<file path="config.mk">
export PLATFORM = sky130hd
export DESIGN_NAME = pulse_stretch
export DESIGN_NICKNAME = d
export VERILOG_FILES = /design/src/rtl/pulse_stretch_pkg.sv /design/src/rtl/sat_updown_cnt.sv /design/src/rtl/pulse_stretch.sv
export SDC_FILE = /design/constraint.sdc
export NUM_CORES = 1
export LEC_CHECK = 0
export ABC_AREA = 1
export CELL_PAD_IN_SITES_DETAIL_PLACEMENT = 1
export CELL_PAD_IN_SITES_GLOBAL_PLACEMENT = 1
export CORE_AREA = 2 2 44 63
export CTS_CLUSTER_SIZE = 24
export DETAILED_ROUTE_END_ITERATION = 8
export DIE_AREA = 0 0 46 65
export PLACE_DENSITY = 0.7
export SYNTH_ARGS = -nofsm -noshare
export SYNTH_HDL_FRONTEND = slang
export SYNTH_SLANG_ARGS = --single-unit
</file>
<file path="constraint.sdc">
create_clock -name clk -period 2.55 [get_ports clk]
set_input_delay 0.255 -clock clk [delete_from_list [all_inputs] [get_ports clk]]
set_output_delay 0.255 -clock clk [all_outputs]
set_load 0.02 [all_outputs]
</file>
<file path="src/rtl/pulse_stretch_pkg.sv">
// pulse_stretch_pkg: state encodings and counter sizing shared by pulse_stretch
package pulse_stretch_pkg;

    typedef enum logic [1:0] {
        IDLE = 2'b00,
        HIGH = 2'b01,
        GAP  = 2'b10
    } state_t;

    function automatic int cnt_w(input int high_cycles, input int gap_cycles);
        return $clog2((high_cycles > gap_cycles ? high_cycles : gap_cycles) + 1);
    endfunction

endpackage

</file>
<file path="src/rtl/sat_updown_cnt.sv">
// sat_updown_cnt: up/down counter that saturates at 2^W-1 and floors at 0
module sat_updown_cnt #(
    parameter int W = 4
) (
    input  logic         clk,
    input  logic         rst,
    input  logic         inc,
    input  logic         dec,
    output logic [W-1:0] cnt,
    output logic         sat_drop
);

    assign sat_drop = inc && !dec && (&cnt);

    always_ff @(posedge clk or posedge rst)
        if (rst)
            cnt <= '0;
        else if (inc && !dec && !(&cnt))
            cnt <= cnt + W'(1);
        else if (dec && !inc && (|cnt))
            cnt <= cnt - W'(1);

endmodule

</file>
<file path="src/rtl/pulse_stretch.sv">
// pulse_stretch: stretches one-cycle strobes into HIGH_CYCLES-wide pulses with a GAP_CYCLES low gap.
// Define PULSE_STRETCH_OVF_EN to add the sticky ovf flag for requests dropped at a full queue.
module pulse_stretch
    import pulse_stretch_pkg::*;
#(
    parameter int HIGH_CYCLES = 5,
    parameter int GAP_CYCLES  = 1,
    parameter int PEND_W      = 4
) (
    input  logic              clk,
    input  logic              rst,
    input  logic              in,
    output logic              out,
    output logic              busy,
    output logic [PEND_W-1:0] pend
`ifdef PULSE_STRETCH_OVF_EN
    ,
    output logic              ovf
`endif
);

    localparam int CW = cnt_w(HIGH_CYCLES, GAP_CYCLES);

    state_t state, state_nx;
    logic [CW-1:0] cnt, cnt_nx;
    logic last, again, dec, inc, sat_drop;

    assign last  = cnt == CW'(1);
    // a request arriving in the final cycle counts toward the replay decision
    assign again = (pend != '0) || in;
    assign inc   = in && (state != IDLE);

    always_comb begin
        state_nx = state;
        cnt_nx   = cnt;
        dec      = 1'b0;
        case (state)
            IDLE: if (in) begin
                state_nx = HIGH;
                cnt_nx   = CW'(HIGH_CYCLES);
            end
            HIGH: if (!last) begin
                cnt_nx = cnt - CW'(1);
            end else if (GAP_CYCLES > 0) begin
                state_nx = GAP;
                cnt_nx   = CW'(GAP_CYCLES);
            end else begin
                state_nx = again ? HIGH : IDLE;
                cnt_nx   = again ? CW'(HIGH_CYCLES) : '0;
                dec      = again;
            end
            GAP: if (!last) begin
                cnt_nx = cnt - CW'(1);
            end else begin
                state_nx = again ? HIGH : IDLE;
                cnt_nx   = again ? CW'(HIGH_CYCLES) : '0;
                dec      = again;
            end
            default: begin
                state_nx = IDLE;
                cnt_nx   = '0;
            end
        endcase
    end

    always_ff @(posedge clk or posedge rst)
        if (rst) begin
            state <= IDLE;
            cnt   <= '0;
            out   <= 1'b0;
            busy  <= 1'b0;
        end else begin
            state <= state_nx;
            cnt   <= cnt_nx;
            out   <= state_nx == HIGH;
            busy  <= state_nx != IDLE;
        end

    sat_updown_cnt #(.W(PEND_W)) u_pend (
        .clk      (clk),
        .rst      (rst),
        .inc      (inc),
        .dec      (dec),
        .cnt      (pend),
        .sat_drop (sat_drop)
    );

`ifdef PULSE_STRETCH_OVF_EN
    always_ff @(posedge clk or posedge rst)
        if (rst)
            ovf <= 1'b0;
        else
            ovf <= ovf | sat_drop;
`else
    wire unused_sat_drop = sat_drop;
`endif

endmodule

</file>
==> out/qor.yml <==
ys_types: 18
max-clock-path-buffers: 2
clkLatencyLatePin_ns: 0.27
slew_viol_final: 0
dieArea_mm2: 0.00299
initial_core_util_pct: 29.0
powerDensity_mw_per_mm2: 1420
cts-resized-gates: 0
whs_ns: 0.283
status: "finished clean"
antenna_found_initial: 0
drv_cap: 0
crit_fanout: 6
via_per_inst: 4.98
die_h_um: 65
dp_hpwl_mm: 1.35
max_stage_delay_ns: 0.36
critPathRequiredTime_ns: 2.73
p_leak_uw: 0.000433
area_growth_pct: 19.1
max_slew.worst_pin.slew_ns: 0.459
rsz0062_at_grt: "false"
antennaDiodeCount: 0
syn_inst: 93
crit_family: "simple AND/OR/NAND/NOR gates"
dr.pass1.iters: 4
finalClockSkew_ns: 0.000568
htreeDepth: 1
startpoint_type: "register"
grt_pass1_vias: 663
die_x_um: 46
wirelength_mm: 1.66
hold_class: "input pin to async pin"
port_buffers: 8
hold_viol: 0
worst_path_most_repeated_cell: "nand2_1"
yosysMostFrequentCell: "nand2_1"
place_congestion: 0.788
postCtsSetupBuffers: 0
synthFlopType: "dfrtp_1"
yosys_warnings: 0
path_cells: "inv_1 > ha_1 > nand2_1 > nor2_1 > nand2_2 > nand2_4 > ha_1 > nand2_1 > nand2_1 > nor2_1 > nand3_1 > nand2_1 > nand2_1 > nand2_1 > inv_1"
ios: 9
criticalPathCategory: "register to register"
max_freq_ghz: 0.482
cts_sinks: 11
crit_path_end_kind: "register"
ys_top_cells_by_area: "dfrtp_1 (38%), nand2_1 (12%), nand3_1 (7.7%), ha_1 (7.0%), inv_1 (5.7%)"
drtIter0Drc: 14
synthTopCellsByCount: "nand2_1 (23), dfrtp_1 (11), inv_1 (11), nand3_1 (11), nor2_1 (10)"
cts_tree: "built"
seq_area_frac_synth_pct: 38.3
drive_gt1_share_pct: 16.2
arrival_ns: 2.25
fin_nets: 114
drtAntennaViolNets: 0
gr-total-overflow: 0
drc: 0
fin_crit_ns: 2.08
path_clk_slew_ns: 0.07
synth_edf_count: 0
grt_util_all_layers_pct: 13.7
synthesis.area_um2: 719
via_count: 642
ys_async_sr_fraction_pct: 100
synth_nets: 101
synth_top_area_share_pct: 38.3
setup_tns_ns: 0
power.total_uw: 1210
cts_buffers: 3
row_count: 22
fp.coreArea_mm2: 0.00248
grt_first_pass_wirelength_mm: 2.88
ys_ff_latch: 11
syn_area_per_cell_um2: 7.74
wl_per_cell_um: 12.9
cp_slowest_cell: "dfrtp_1"
crit_buf_inv: 2
synth_largest_area_cell: "dfrtp_1"
period_share_pct: 81.4
root_buffer: "clkbuf_4"
holdBufCountCts: 0
slew_headroom_pct: 69.4
ir_worst_vdd_mv: 0.465
setup_viol: 0
grt_max_degree: 12
==> cells by family (layout without fill, tap and decap cells) <==
group / Yosys count / in the layout / share of synthesized area (%)
AO/OA/AOI/OAI: 7 / 7 / 5.39
buffers and inverters: 13 / 25 / 6.78
AND/OR/NAND/NOR: 55 / 55 / 36.3
XOR/XNOR: 2 / 2 / 3.48
flip-flops: 11 / 11 / 38.3
adder cells (fa/ha/maj): 5 / 5 / 9.74
==> per-layer routing <==
metal | GRT usage (%) | part of all wire (%) | vias up
met5 | 0 | 0 | -
met4 | 8.93 | 2.0 | 0
met3 | 1.67 | 2.2 | 4
met2 | 25.0 | 58 | 8
met1 | 13.3 | 37 | 318
li1 | - | - | 312
==> worst reg2reg max path, delay by kind of cell, from the launching register on <==
family	cells	cell delay, ns
AND/OR/NAND/NOR	11	1.02
adder cells (fa/ha/maj)	2	0.47
flip-flops	1	0.36
buffers and inverters	2	0.12
==> report_power, final <==
group          total [uW]  internal, uW  switching, uW
logic                 727           300            428
clock network         123          58.2           65.1
registers             364           267           97.3
total                1210           625            590
==> path summary, 6_finish.rpt <==
kind                                          from                        end  slack (ns)  depth (start not counted)
worst max register to register  cnt[1]$_DFFE_PP0P_  u_pend.cnt[3]$_DFFE_PP0P_        0.47                         15
worst max-delay path            cnt[1]$_DFFE_PP0P_  u_pend.cnt[3]$_DFFE_PP0P_        0.47                         15
max in group asynchronous                      rst         cnt[1]$_DFFE_PP0P_        1.96                          2
min in group clk                cnt[2]$_DFFE_PP0P_         cnt[2]$_DFFE_PP0P_        0.56                          2
worst min-delay path                           rst              out$_DFF_PP0_        0.28                          2
worst min register to register  cnt[2]$_DFFE_PP0P_         cnt[2]$_DFFE_PP0P_        0.56                          2
==> area by class of cell <==
class	count	area [um^2]
timing repair buffer	8	80.1
clock buffer	3	22.5
sequential	11	275
fill	320	1620
multi-input combinational	69	395
inverter	13	48.8
clock inverter	1	5.00
tap	24	30.0
==> placed cells by master (no fill, tap or decap), drive strengths merged, types with 2 or more instances in the layout <==
cell and instances:
xor2 2, dfrtp 11, clkbuf 3, inv 13, o21ai 5, clkdlybuf4s50 8, nand2 29, nand3 12
ha 4, nor2 13
==> sequential cells by signal (all words and copies together), names as in the netlist <==
register	cells
busy	1
cnt	3
out	1
state	2
u_pend.cnt	4
==> metrics by stage <==
step | util, % | cell area, um^2 | cells | worst slack (ns)
after floorplan | - | 719 | 93 | 0.615
after global placement | 33.5 | 830 | 125 | 0.375
after detailed placement | 33.5 | 830 | 125 | 0.305
after CTS | 34.6 | 857 | 129 | 0.439
after global routing | 34.6 | 857 | 129 | 0.250
final | 34.6 | 857 | 129 | 0.473
(Power assumes the default switching activity.)
==> variant 1: new RTL, same settings <==
Register the output `pend`, with the module's reset; this adds one clock of latency there. The other outputs are not delayed to match.
--- a/src/rtl/pulse_stretch.sv
+++ b/src/rtl/pulse_stretch.sv
@@ -23,2 +23,4 @@
 
+    logic [PEND_W-1:0] pend_d;
+
     state_t state, state_nx;
@@ -29,3 +31,3 @@
     // a request arriving in the final cycle counts toward the replay decision
-    assign again = (pend != '0) || in;
+    assign again = (pend_d != '0) || in;
     assign inc   = in && (state != IDLE);
@@ -83,3 +85,3 @@
         .dec      (dec),
-        .cnt      (pend),
+        .cnt      (pend_d),
         .sat_drop (sat_drop)
@@ -97,2 +99,10 @@
 
+    always_ff @(posedge clk or posedge rst) begin
+        if (rst) begin
+            pend <= '0;
+        end else begin
+            pend <= pend_d;
+        end
+    end
+
 endmodule
Check against the original RTL: not equivalent (a bounded check fails within 4 cycles, from zero or initial values and one cycle with rst high).
==> variant 1 against the original RTL <==
Non-clock buffer count did not move. Sequential cell count rose by 4. Utilization rose by 4.0 points. Setup slack improved by 110 ps. Total power rose by 3.1%. Routed wire length fell by 3.9%. Sequential power rose by 27%. Final area rose by 12%. First-iteration DRC count fell by 71%. Cell count rose by 1.6%. Die area did not move. Area after synthesis rose by 14%.
==> variant 1: results (changes against the original RTL) <==
| Metric | Value |
|---|---|
| Number of cells on the worst reg-to-reg path | `13 (-2)` |
| Highest-delay cell along the critical path | `sky130_fd_sc_hd__dfrtp_1` |
| Routed vias/inst | `5.008 (+0.62%)` |
| Largest regs | `pend (4), u_pend.cnt (4), cnt (3)` |
| Biggest cell delay along the critical path | `370 ps` |
| Final nets | `116 (+1.8%)` |
| GR Util All Layers | `0.1345 (-0.002573)` |
| Critical register-to-register path endpoint | `u_pend.cnt[3]$_DFFE_PP0P_` |
| Number of maximum-capacitance constraint violations | `0 (unchanged)` |
| Total net switching power | `0.5595 mW (-5.2%)` |
| Cells taking the most area after synthesis | `sky130_fd_sc_hd__dfrtp_1, sky130_fd_sc_hd__nand2_1, sky130_fd_sc_hd__inv_1` |
| Syn avg cell area | `8.600 µm² (+11%)` |
| Clk slew on worst S/H paths | `100 ps (+30 ps)` |
| Maximum number of pins on one net before global-route repair | `16 (+4)` |
| Peak fanout along the critical path | `7 (+1)` |
| DP Area | `927.1 µm² (+12%)` |
| Total half-perimeter wirelength after legalization and detailed placement | `1282 µm (-5.0%)` |
| Tightest slew margin relative to the limit | `0.6023 (-0.09151)` |
| P_comb | `0.649 mW (-11%)` |
| Number of H-tree levels | `1 (unchanged)` |
| Flip-flop and latch power | `0.463 mW (+27%)` |
| Leakage power of the design | `0.4861 nW (+12%)` |
| Clock buffer count from CTS | `3 (unchanged)` |
| Final cell count without fillers | `131 (+1.6%)` |
| Setup Skew | `10.05 ps (+9.480 ps)` |
| First-pass iteration count of the detailed router | `2 (-2)` |
| Starting DRT DRC Count | `4 (-10)` |
| Number of library cell types mapped by synthesis | `23 (+5)` |
| Data arrival time of the critical path | `2140 ps (-110 ps)` |
| Worst R2R Setup Slack | `590 ps (+110 ps)` |
| Source-to-sink clock delay at the later pin of the worst-skew pair | `290 ps (+20 ps)` |
| Cell chosen for the clock root | `sky130_fd_sc_hd__clkbuf_4` |
| Result of the run | `completed` |
| Nets in the synthesized netlist | `103 (+2.0%)` |
| Global-route wire length before repair | `2898 µm (+0.49%)` |
| Top post-synthesis cells by count | `sky130_fd_sc_hd__nand2_1, sky130_fd_sc_hd__dfrtp_1, sky130_fd_sc_hd__inv_1` |
| Number of global-route vias before repair | `712 (+7.4%)` |
| Total of warnings raised by yosys | `0 (unchanged)` |
| Worst hold slack after final layout | `318.0 ps (+35.15 ps)` |
| Sequential cell area fraction in the yosys report | `0.4594 (+0.07681)` |
| Buffers inserted during post-CTS setup optimization | `0 (unchanged)` |
| Worst setup slack after placement | `461.8 ps (+156.6 ps)` |
| Max rail drop VDD | `0.0005542 V (+19%)` |
| Final weighted congestion of routability-driven global placement | `0.7137 (-9.5%)` |
| Resized cells post-CTS | `0 (unchanged)` |
| Fraction of final layout cells sized beyond drive strength 1 | `0.1495 (-0.01237)` |
| Register share of total power | `0.369 (+0.069)` |
| Final worst path period need | `1962 ps (-114.7 ps)` |
| WL final | `1595 µm (-3.9%)` |
[variant 1: layout make-up]
type / count / area (µm²)
multi-input cells: 64 / 381.6
clock buffers: 3 / 22.52
well taps: 24 / 30.03
repair buffers: 8 / 80.08
inverters: 16 / 60.06
fillers: 304 / 1520
flip-flops and latches: 15 / 375.4
clock inverters: 1 / 7.507
[variant 1: logic make-up (layout without fill, tap and decap cells)]
logic type                 count (synthesis)  in the layout  share of synthesized area
DFF                                       15             15                     0.4594
buffers and inverters                     16             28                    0.07351
and+or+nand+nor                           50             50                     0.2986
xor gates and xnor gates                   2              2                    0.02144
AOI/OAI and AO/OA                          7              7                    0.06125
adders and majority gates                  5              5                    0.08576
[variant 1: per-layer routing]
| layer | routed length, µm | global-route usage | vias to the layer above |
|---|---|---|---|
| met5 | 0 | 0 | - |
| met4 | 15 | 0.07500 | 0 |
| met1 | 642 | 0.1334 | 331 |
| met2 | 902 | 0.2378 | 4 |
| li1 | - | - | 319 |
| met3 | 33 | 0.03343 | 2 |
==> variant 2: new RTL, config.mk and constraints unchanged <==
Made on the original files. Build with the macro `PULSE_STRETCH_OVF_EN` defined.
--- a/src/rtl/pulse_stretch.sv
+++ b/src/rtl/pulse_stretch.sv
@@ -2,2 +2,4 @@
 // Define PULSE_STRETCH_OVF_EN to add the sticky ovf flag for requests dropped at a full queue.
+`define PULSE_STRETCH_OVF_EN
+
 module pulse_stretch
Behaviour (old outputs only; new: ovf): unchanged (Yosys induction, for registers that start in step).
==> variant 2 against the original RTL <==
Clock power decreased by 6%. Routed wire length up 0.84%. Clock skew grew 2.1 ps. Setup slack got worse by 14 ps. Sequential cell count grew 1. Non-clock buffer count rose by 1. Area after synthesis grew 6.1%. Total power grew 2.9%. Final area is 5.7% higher. Critical path type unchanged.
==> variant 2: results (changes against the original RTL) <==
| Metric | Value |
|---|---|
| Number of buffers inserted by port buffering | `9 (+1)` |
| Max rail drop VDD | `0.0005481 V (+18%)` |
| Met1 global-route usage | `0.1399 (+0.006908)` |
| Share of total power in the clock network | `0.093 (-0.008)` |
| Share of synthesized cell area in full adder, half adder and majority cells | `0.09180 (-0.005588)` |
| Routed vias/inst | `5.076 (+2.0%)` |
| Nets in the synthesized netlist | `104 (+3.0%)` |
| Result of the run | `completed` |
| GR Layer Usage met3 | `0.02786 (+0.01114)` |
| Sequential cell area fraction in the yosys report | `0.3934 (+0.01083)` |
| P_comb | `0.745 mW (+2%)` |
| Top post-synthesis cells by count | `sky130_fd_sc_hd__nand2_1, sky130_fd_sc_hd__inv_1, sky130_fd_sc_hd__dfrtp_1` |
| Wirelength per Cell | `12.68 µm (-1.4%)` |
| Compound-cell area share of the yosys netlist | `0.08525 (+0.03133)` |
| Fraction of final layout cells sized beyond drive strength 1 | `0.1389 (-0.02302)` |
| Global-route wire length before repair | `2939 µm (+1.9%)` |
| Final total power | `1.250 mW (+2.9%)` |
| Fillers | `317 (-0.94%)` |
| Number of library cell types mapped by synthesis | `22 (+4)` |
| Slew at the pin closest to its max-slew limit | `460.3 ps (+1.500 ps)` |
| Total of warnings raised by yosys | `0 (unchanged)` |
| Xor and xnor area share after synthesis | `0.03443 (-0.0003564)` |
| Number of global-route vias before repair | `726 (+9.5%)` |
| Leakage power of the design | `0.4412 nW (+1.9%)` |
| Starting DRT DRC Count | `6 (-8)` |
| Maximum number of pins on one net before global-route repair | `13 (+1)` |
| Met2 global-route usage | `0.2326 (-0.01736)` |
| Final nets | `118 (+3.5%)` |
| Total half-perimeter wirelength after legalization and detailed placement | `1367 µm (+1.3%)` |
| Cells taking the most area after synthesis | `sky130_fd_sc_hd__dfrtp_1, sky130_fd_sc_hd__nand2_1, sky130_fd_sc_hd__ha_1` |
## variant 2: cell count changes in the layout (fill, tap and decap cells not counted), sizes merged, moves of 2 or more
cell / delta
o21ai: -2
nand3: -5
o221ai: +2
nor2: +2
xnor2: +2
a31oi: +2
## variant 2: layer usage
layer | part of all wire | vias to the layer above
met1 | 0.40 | 319
met2 | 0.52 | 11
met3 | 0.035 | 7
li1 | - | 333
met4 | 0.039 | 0
met5 | 0 | -
## variant 2: area by class of cell
class / instances / share of cell area
well taps: 24 / 0.03315
repair buffers: 9 / 0.09945
flip-flops and latches: 12 / 0.3315
clock buffers: 3 / 0.02486
inverters: 14 / 0.05801
multi-input cells: 70 / 0.4530
## variant 2: through the flow
| step | setup slack, ps | hold WS, ps | std cells | area [µm²] | utilization |
|---|---|---|---|---|---|
| detailed placement | 322.3 | 488.7 | 129 | 883.3 | 0.3566 |
| CTS | 436.8 | 323.7 | 132 | 905.9 | 0.3657 |
| global placement | 344.3 | 482.5 | 129 | 883.3 | 0.3566 |
| finish | 459.0 | 300.1 | 132 | 905.9 | 0.3657 |
| global route | 255.4 | 336.4 | 132 | 905.9 | 0.3657 |
| floorplan | 685.4 | 119.7 | 96 | 763.2 | - |
## variant 2: cell families after synthesis
kind of cell               Yosys count
and+or+nand+nor                     52
AOI/OAI and AO/OA                   10
adders and majority gates            5
DFF                                 12
buffers and inverters               14
xor gates and xnor gates             3
## variant 2: path summary, 6_finish.rpt
path / end / cells past startpoint
max in group asynchronous: cnt[1]$_DFFE_PP0P_ / 2
setup / recovery: u_pend.cnt[3]$_DFFE_PP0P_ / 15
hold / removal: u_pend.cnt[1]$_DFFE_PP0P_ / 2
hold reg to reg: ovf$_DFF_PP0_ / 1
min in group clk: ovf$_DFF_PP0_ / 1
setup reg to reg: u_pend.cnt[3]$_DFFE_PP0P_ / 15
## variant 2: critical path, stage by stage, from the launching register on
cell	delay [ps]
sky130_fd_sc_hd__dfrtp_1	360
sky130_fd_sc_hd__inv_1	100
sky130_fd_sc_hd__ha_1	180
sky130_fd_sc_hd__inv_1	50
sky130_fd_sc_hd__nor2_2	200
sky130_fd_sc_hd__nand2_2	130
sky130_fd_sc_hd__nand3_4	120
sky130_fd_sc_hd__ha_1	280
sky130_fd_sc_hd__nand2_1	80
sky130_fd_sc_hd__nand2_1	50
sky130_fd_sc_hd__nor2_1	130
sky130_fd_sc_hd__inv_1	50
sky130_fd_sc_hd__nand2_1	80
sky130_fd_sc_hd__nand3_1	80
sky130_fd_sc_hd__nand2_1	60
sky130_fd_sc_hd__nand2_1	50
